--- src/rtl/logic_unit_arbiter.sv ---
// Shared 16-bit bitwise logic unit (AND/OR/XOR/NOR) arbitrated between two requesters.
// Per-cycle grant (round-robin or fixed priority), one registered result stage with valid/ready.
module logic_unit_arbiter #(
  parameter int unsigned WIDTH      = 16,
  parameter bit          PRIO_FIXED = 1'b0
) (
  input  logic             clk,
  input  logic             rst_n,
  input  logic             req0_valid,
  output logic             req0_ready,
  input  logic [1:0]       req0_op,
  input  logic [WIDTH-1:0] req0_a,
  input  logic [WIDTH-1:0] req0_b,
  input  logic             req1_valid,
  output logic             req1_ready,
  input  logic [1:0]       req1_op,
  input  logic [WIDTH-1:0] req1_a,
  input  logic [WIDTH-1:0] req1_b,
  output logic             res_valid,
  input  logic             res_ready,
  output logic [WIDTH-1:0] res_data,
  output logic             res_src,
  output logic             res_zero,
  output logic [15:0]      ops_done
);

  localparam int unsigned CntW = 16;

  typedef enum logic [1:0] {
    OpAnd = 2'b00,
    OpOr  = 2'b01,
    OpXor = 2'b10,
    OpNor = 2'b11
  } opE;

  typedef enum logic {
    Empty = 1'b0,
    Full  = 1'b1
  } stateE;

  typedef struct packed {
    logic [1:0]       op;
    logic [WIDTH-1:0] a;
    logic [WIDTH-1:0] b;
  } reqT;

  stateE            state;
  logic             lastGrant;
  logic [WIDTH-1:0] resData;
  logic             resSrc;
  logic             resZero;
  logic [CntW-1:0]  opsDone;

  logic             canAccept;
  logic             bothValid;
  logic             anyValid;
  logic             grantSel;
  logic             take;
  reqT              req0;
  reqT              req1;
  reqT              selReq;
  logic [WIDTH-1:0] andV;
  logic [WIDTH-1:0] orV;
  logic [WIDTH-1:0] xorV;
  logic [WIDTH-1:0] aluOut;

  assign req0 = '{op: req0_op, a: req0_a, b: req0_b};
  assign req1 = '{op: req1_op, a: req1_a, b: req1_b};

  // Result slot can take a new value when empty or being drained this cycle
  assign canAccept = (state == Empty) | res_ready;
  assign bothValid = req0_valid & req1_valid;
  assign anyValid  = req0_valid | req1_valid;

  always_comb begin
    grantSel = req1_valid;
    if (bothValid) begin
      grantSel = PRIO_FIXED ? 1'b0 : ~lastGrant;
    end
  end

  // rst_n gating keeps both readies low for the whole reset window
  assign take       = canAccept & anyValid & rst_n;
  assign req0_ready = take & ~grantSel;
  assign req1_ready = take & grantSel;

  assign selReq = grantSel ? req1 : req0;

  assign andV = selReq.a & selReq.b;
  assign orV  = selReq.a | selReq.b;
  assign xorV = selReq.a ^ selReq.b;

  always_comb begin
    aluOut = andV;
    case (opE'(selReq.op))
      OpAnd:   aluOut = andV;
      OpOr:    aluOut = orV;
      OpXor:   aluOut = xorV;
      OpNor:   aluOut = ~orV;
      default: aluOut = andV;
    endcase
  end

  // Result-stage FSM; a transfer always (re)fills, otherwise a consumed result empties the slot
  always_ff @(posedge clk or negedge rst_n) begin
    if (!rst_n) begin
      state     <= Empty;
      lastGrant <= 1'b1;
      resData   <= '0;
      resSrc    <= 1'b0;
      resZero   <= 1'b1;
    end else if (take) begin
      state     <= Full;
      lastGrant <= grantSel;
      resData   <= aluOut;
      resSrc    <= grantSel;
      resZero   <= (aluOut == '0);
    end else if (res_ready) begin
      state     <= Empty;
    end
  end

  // Saturating count of consumed results
  always_ff @(posedge clk or negedge rst_n) begin
    if (!rst_n) begin
      opsDone <= '0;
    end else if ((state == Full) && res_ready && (opsDone != {CntW{1'b1}})) begin
      opsDone <= opsDone + CntW'(1);
    end
  end

  assign res_valid = (state == Full);
  assign res_data  = resData;
  assign res_src   = resSrc;
  assign res_zero  = resZero;
  assign ops_done  = opsDone;

endmodule
--- config.mk ---
export PLATFORM = sky130hd
export DESIGN_NAME = logic_unit_arbiter
export DESIGN_NICKNAME = d
export VERILOG_FILES = /design/src/rtl/logic_unit_arbiter.sv
export SDC_FILE = /design/constraint.sdc
export NUM_CORES = 1
export LEC_CHECK = 0
export BUFFER_PORTS_ARGS = -buffer_cell sky130_fd_sc_hd__buf_2
export CAP_MARGIN = 20
export CORE_MARGIN = 2
export CORE_UTILIZATION = 31
export DETAILED_ROUTE_END_ITERATION = 8
export SYNTH_ARGS = -nofsm -noshare
export SYNTH_HDL_FRONTEND = slang
export SYNTH_SLANG_ARGS = --single-unit
--- constraint.sdc ---
create_clock -name clk -period 3.8 [get_ports clk]
set_input_delay 0.57 -clock clk [delete_from_list [all_inputs] [get_ports clk]]
set_output_delay 0.57 -clock clk [all_outputs]
set_load 0.03 [all_outputs]
; ---- After elaboration in Yosys (flattened, before gate mapping)
; Index checks and enable logic that the tools add are counted.
[totals]
regBits = 36
in_bits = 73
out_inout_bits = 37
wordCells = 35
[op_classes]
addsub = 1
eq_ne = 4
n_mux = 5
n_bitwise = 14
reduce_logical = 5
[op_table]
columns = op, n
row1 = one-hot mux 16 bit (4 select lines), 1
row2 = 2-to-1 mux 34 bit, 1
row3 = adder 16 x 1 -> 16 bit (second input constant), 1
row4 = AND 16 bit, 1
row5 = zero test 16 bit, 1
row6 = inequality test 16 bit (second input constant), 1
row7 = inverter 16 bit, 1
row8 = bitwise OR 16 bit, 1
row9 = bitwise XOR 16 bit, 1
row10 = AND 1 bit, 5
row11 = equality test 2 bit (second input constant), 2
row12 = 2-to-1 mux 1 bit, 3
row13 = inverter 1 bit, 3
row14 = equality test 2 x 1 -> 1 bit (second input constant), 1
row15 = logical AND 1 bit, 2
row16 = zero test 2 bit, 1
row17 = bitwise OR 1 bit, 2
row18 = nonzero test 2 bit, 1

; ---- Longest topological paths before layout
[depth]
ltp_word = 7
mapped_depth = 14
depth_no_buf = 12

; ---- Worst setup path before layout
; Ideal clock, no wire load.
[synth_path]
path_type = in2reg
start = input req1_valid
end = register resZero (netlist: res_zero)
setup_ps = 63
arrival_time_ps = 3505
required_ps = 3737
path_slack_ps = 232
cell_stages = 13
n_path_buf = 2
path_cell_list = a21boi_2 clkbuf_1 clkbuf_1 nand2_1 nand2_1 inv_1 ha_1 or4_1 nor4_1 a211oi_1 or4_1 nor4_2 a32o_1
[synth_between]
elab_chain_len = 7
word_cells_on_any_way = 16
cone_classes = eq/ne (3) / mux (3) / bitwise (8) / reduce/logical (2)
[synth_lines]
columns = element, line_no
row1 = from (decl), 14  ; input logic req1_valid,
row2 = AND 1 bit, 72  ; assign bothValid = req0_valid & req1_valid;
row3 = 2-to-1 mux 1 bit, 77  ; if (bothValid) begin
row4 = 2-to-1 mux 34 bit, 87  ; assign selReq = grantSel ? req1 : req0;
row5 = bitwise OR 16 bit, 90  ; assign orV = selReq.a | selReq.b;
row6 = inverter 16 bit, 99  ; OpNor: aluOut = ~orV;
row7 = one-hot mux 16 bit (4 select lines), 95  ; case (opE'(selReq.op))
row8 = zero test 16 bit, 117  ; resZero <= (aluOut == '0);
row9 = to (signal assigned), 117
row10 = to (decl), 51  ; logic resZero;
; Several ways; a longest one is shown, not always the timed one.
; A chain may end at the register's enable or synchronous reset.

; ---- Worst setup path in the final report
[layout_path]
start = register lastGrant
end = register resZero (netlist: res_zero)
[layout_between]
elab_chain_len = 7
word_cells_on_any_way = 13
cone_classes = eq/ne (3) / mux (3) / bitwise (5) / reduce/logical (2)
[layout_lines]
columns = element, line_no
row1 = from (decl), 48  ; logic lastGrant;
row2 = from (signal assigned), 114  ; lastGrant <= grantSel;
row3 = inverter 1 bit (*), 78  ; grantSel = PRIO_FIXED ? 1'b0 : ~lastGrant;
row4 = 2-to-1 mux 1 bit (*), 77
row5 = 2-to-1 mux 34 bit (*), 87
row6 = bitwise OR 16 bit, 90
row7 = inverter 16 bit, 99
row8 = one-hot mux 16 bit (4 select lines) (*), 95
row9 = zero test 16 bit (*), 117
; Every way passes the cells marked *; elsewhere a longest branch is shown, timed or not.

==> reports/results.txt <==
Largest fanout on the critical path = 36
Vias in the first global route = 2843
Total standard cell area after synthesis = 3160 sq um
Slew at the pin closest to its max-slew limit = 0.654 ns
Floorplan die area = 11000 sq um
Drt first pass iters = 5
Count of pins on the block boundary = 110
Share of the clock period used by the worst path = 87.8%
Power share of the clock group = 21.9%
Final hold violation count = 0
Detailed Route WL = 7990 microns
Dominant synthesized flop cell = dfrtp_1
Initial antenna violation count = 0
Rel. slew slack = 56.4%
Synth Instances = 377
Placer congestion estimate = 0.840
Sum of net half-perimeters after detailed placement = 6610 microns
Kind of critical path = reg2reg
Post-DRT Antenna Nets = 0
Yosys warning count = 0
Net count after synthesis = 483
Filler cells = 1064
Time the worst path needs with I/O delays and setup = 3.34 ns
H-tree level count = 2
Result of the run = complete, no violations
Critical Path AT = 3.57 ns
Final Slew Violations = 0
Clock transition at the registers of the reported paths = 0.08 ns
Vias per Instance = 4.65
Count leader, synth = nand2_1
Total of cells resized after clock tree synthesis = 0
Switching power = 656 uW
Multi-input gate area = 2050 sq um
Global-route wire length before repair = 13500 microns
Number of diodes = 0
CP Launch Type = register
Area contributors post-synth = dfrtp_1 27%, ha_1 13%, nand2_1 11%
Combinational cell fraction of total power = 45.4%
Clock Skew = 0.00493 ns
Standard cell with the maximum stage delay on the critical path = dfstp_2
Share of synthesized registers carrying an async set or reset = 100%
Number of max-cap violations = 0
DRC Markers = 0
Power per Cell Area = 397 nW/um^2
Setup repair after global routing missed its margin = no
Vias = 2885
Cell-by-cell listing of the critical path = a21bo_1 > buf_12 > mux2i_1 > inv_1 > ha_1 > or4_1 > nor4_1 > a211oi_1 > or4_1 > nor4_2 > a32o_1
Post-Route Setup TNS = 0 ns
Nets@finish = 593
Post-synthesis sequential element count = 36
CTS Buf Count = 5
Timing-limited maximum frequency = 300 MHz
Hold crit path type = in2async
Portion of synthesized cell area occupied by the leading cell type = 27.0%
Worst Setup End Kind = register
Maximum number of pins on one net before global-route repair = 37
Total of hold buffers inserted after clock tree synthesis = 0
Starting utilization of the core area = 32.1%
Internal cell power = 928 uW
Hold Worst Slack = 0.351 ns
Overall global routing resource usage = 14.8%
Share of total power consumed by net switching = 41.4%
DRT iter0 DRCs = 150
Synth cell count leaders = 91 x nand2_1, 34 x dfrtp_1, 34 x inv_1, 33 x ha_1, 30 x mux2i_1
Average wire per cell in the routed design = 12.9 microns
Insertion delay to the later sink of the worst-skew pair = 0.29 ns
Final number of setup-violating endpoints = 0
Clock tree from TritonCTS = done
CTS Root Cell = clkbuf_8
Sequential Power Share = 32.8%
Endpoint required time on the critical path = 4.03 ns
Portion of the post-synthesis area used by sequential elements = 28.6%
Number of flops mapped to enable cells by yosys = 0
Bufs on Longest Clock Path = 2
Cell mode on critical path = or4_1
Post-Synthesis Mean Instance Area = 8.37 sq um
Setup repair bufs after CTS = 0
Buffers added on ports = 109
Static Leakage = 2.21 nW
Placement Rows = 36
Share of layout cells above drive strength 1 = 28.9%
Peak supply drop = 0.222 mV
Area added between synthesis and finish = 26.3%
Die height = 105 microns
Count of cell types in the netlist = 53
Core region area = 9820 sq um
GRT Residual Overflow = 0
X dimension of the die = 105 microns
Library cell occupying the most area in the post-synthesis netlist = dfrtp_1
Area of all sequential standard cells = 903 sq um
Maximum cell stage delay along the critical path = 0.56 ns
Number of sinks on the clock net = 36
-- worst max-delay path: cells and delay by family (launching register included) --
family | cells | cell delay, ns
AND/OR/NAND/NOR | 4 | 1.40
buffers and inverters | 2 | 0.29
AO/OA/AOI/OAI | 3 | 0.45
multiplexers | 1 | 0.27
flip-flops | 1 | 0.56
adder cells (fa/ha/maj) | 1 | 0.30
-- path summary, 6_finish.rpt --
| kind | cells past startpoint | end | slack [ns] | from |
|---|---|---|---|---|
| max | 11 | res_zero$_DFFE_PN1P_ | 0.46 | lastGrant$_DFFE_PN1P_ |
| min | 2 | res_data[12]$_DFFE_PN0P_ | 0.35 | rst_n |
| max reg2reg | 11 | res_zero$_DFFE_PN1P_ | 0.46 | lastGrant$_DFFE_PN1P_ |
| min reg2reg | 2 | res_data[10]$_DFFE_PN0P_ | 0.47 | res_data[10]$_DFFE_PN0P_ |
| max in group asynchronous | 2 | lastGrant$_DFFE_PN1P_ | 3.11 | rst_n |
| min in group clk | 2 | res_data[10]$_DFFE_PN0P_ | 0.47 | res_data[10]$_DFFE_PN0P_ |
-- cell usage in the layout (no fill, tap or decap), types with 3 or more instances in the layout --
master and count:
buf_2 109, nand2_1 91, inv_1 34, dfrtp_1 34, ha_1 33, mux2i_1 30, nor2_1 19, o21ai_0 16
xnor2_1 16, nor3_1 10, xor2_1 9, buf_4 7, a221oi_1 6, mux2_2 5, clkbuf_8 5, and3_1 4
nand3_1 4, nand2b_1 3, or4_1 3, a31oi_1 3
-- stage by stage --
stage | util [%] | power [mW] | cells | area, sq um | setup WS (ns)
6_report | 40.6 | 1.58 | 621 | 3990 | 0.465
5_1_grt | 40.6 | 1.70 | 621 | 3990 | 0.315
4_1_cts | 40.6 | 1.60 | 621 | 3990 | 0.467
3_5_place_dp | 39.4 | 1.25 | 613 | 3870 | 0.248
3_3_place_gp | 39.4 | 1.23 | 613 | 3870 | 0.322
2_1_floorplan | - | 1.02 | 377 | 3160 | 0.232
-- cells by family (layout without fill, tap and decap cells) --
group	Yosys count	after routing	synth area share, %
simple gates	145	145	20.2
xor+xnor	25	25	6.94
fa+ha+maj	33	33	13.1
mux	37	37	12.4
flops	36	36	28.6
buf+inv	49	160	6.34
compound gates	52	52	12.5
-- metal layers --
metal | vias up | wire [microns] | GRT usage, %
met3 | 6 | 487 | 2.68
li1 | 1494 | - | -
met2 | 99 | 3620 | 25.2
met5 | - | 0 | 0
met1 | 1286 | 3810 | 19.7
met4 | 0 | 75 | 2.57
-- power groups by stage --
stage / combinational, mW / clock [mW] / sequential, mW
after detailed placement: 0.723 / 0 / 0.528
after floorplan: 0.348 / 0 / 0.669
final: 0.719 / 0.347 / 0.519
after CTS: 0.725 / 0.358 / 0.520
after global placement: 0.709 / 0 / 0.526
after global routing: 0.793 / 0.379 / 0.534
-- cell type report --
cell class	instances	share of cell area (%)
Clock inverter	3	1.16
Multi-Input combinational cell	292	51.5
Timing Repair Buffer	117	15.5
Clock buffer	5	1.73
Sequential cell	36	22.7
Tap cell	133	4.17
Inverter	35	3.30
-- state kept, by name (all words and copies together) (netlist names) --
name	count
res_zero	1
res_src	1
res_data	16
lastGrant	1
ops_done	16
res_valid	1
Note: power is estimated with default switching activity, not from simulation.
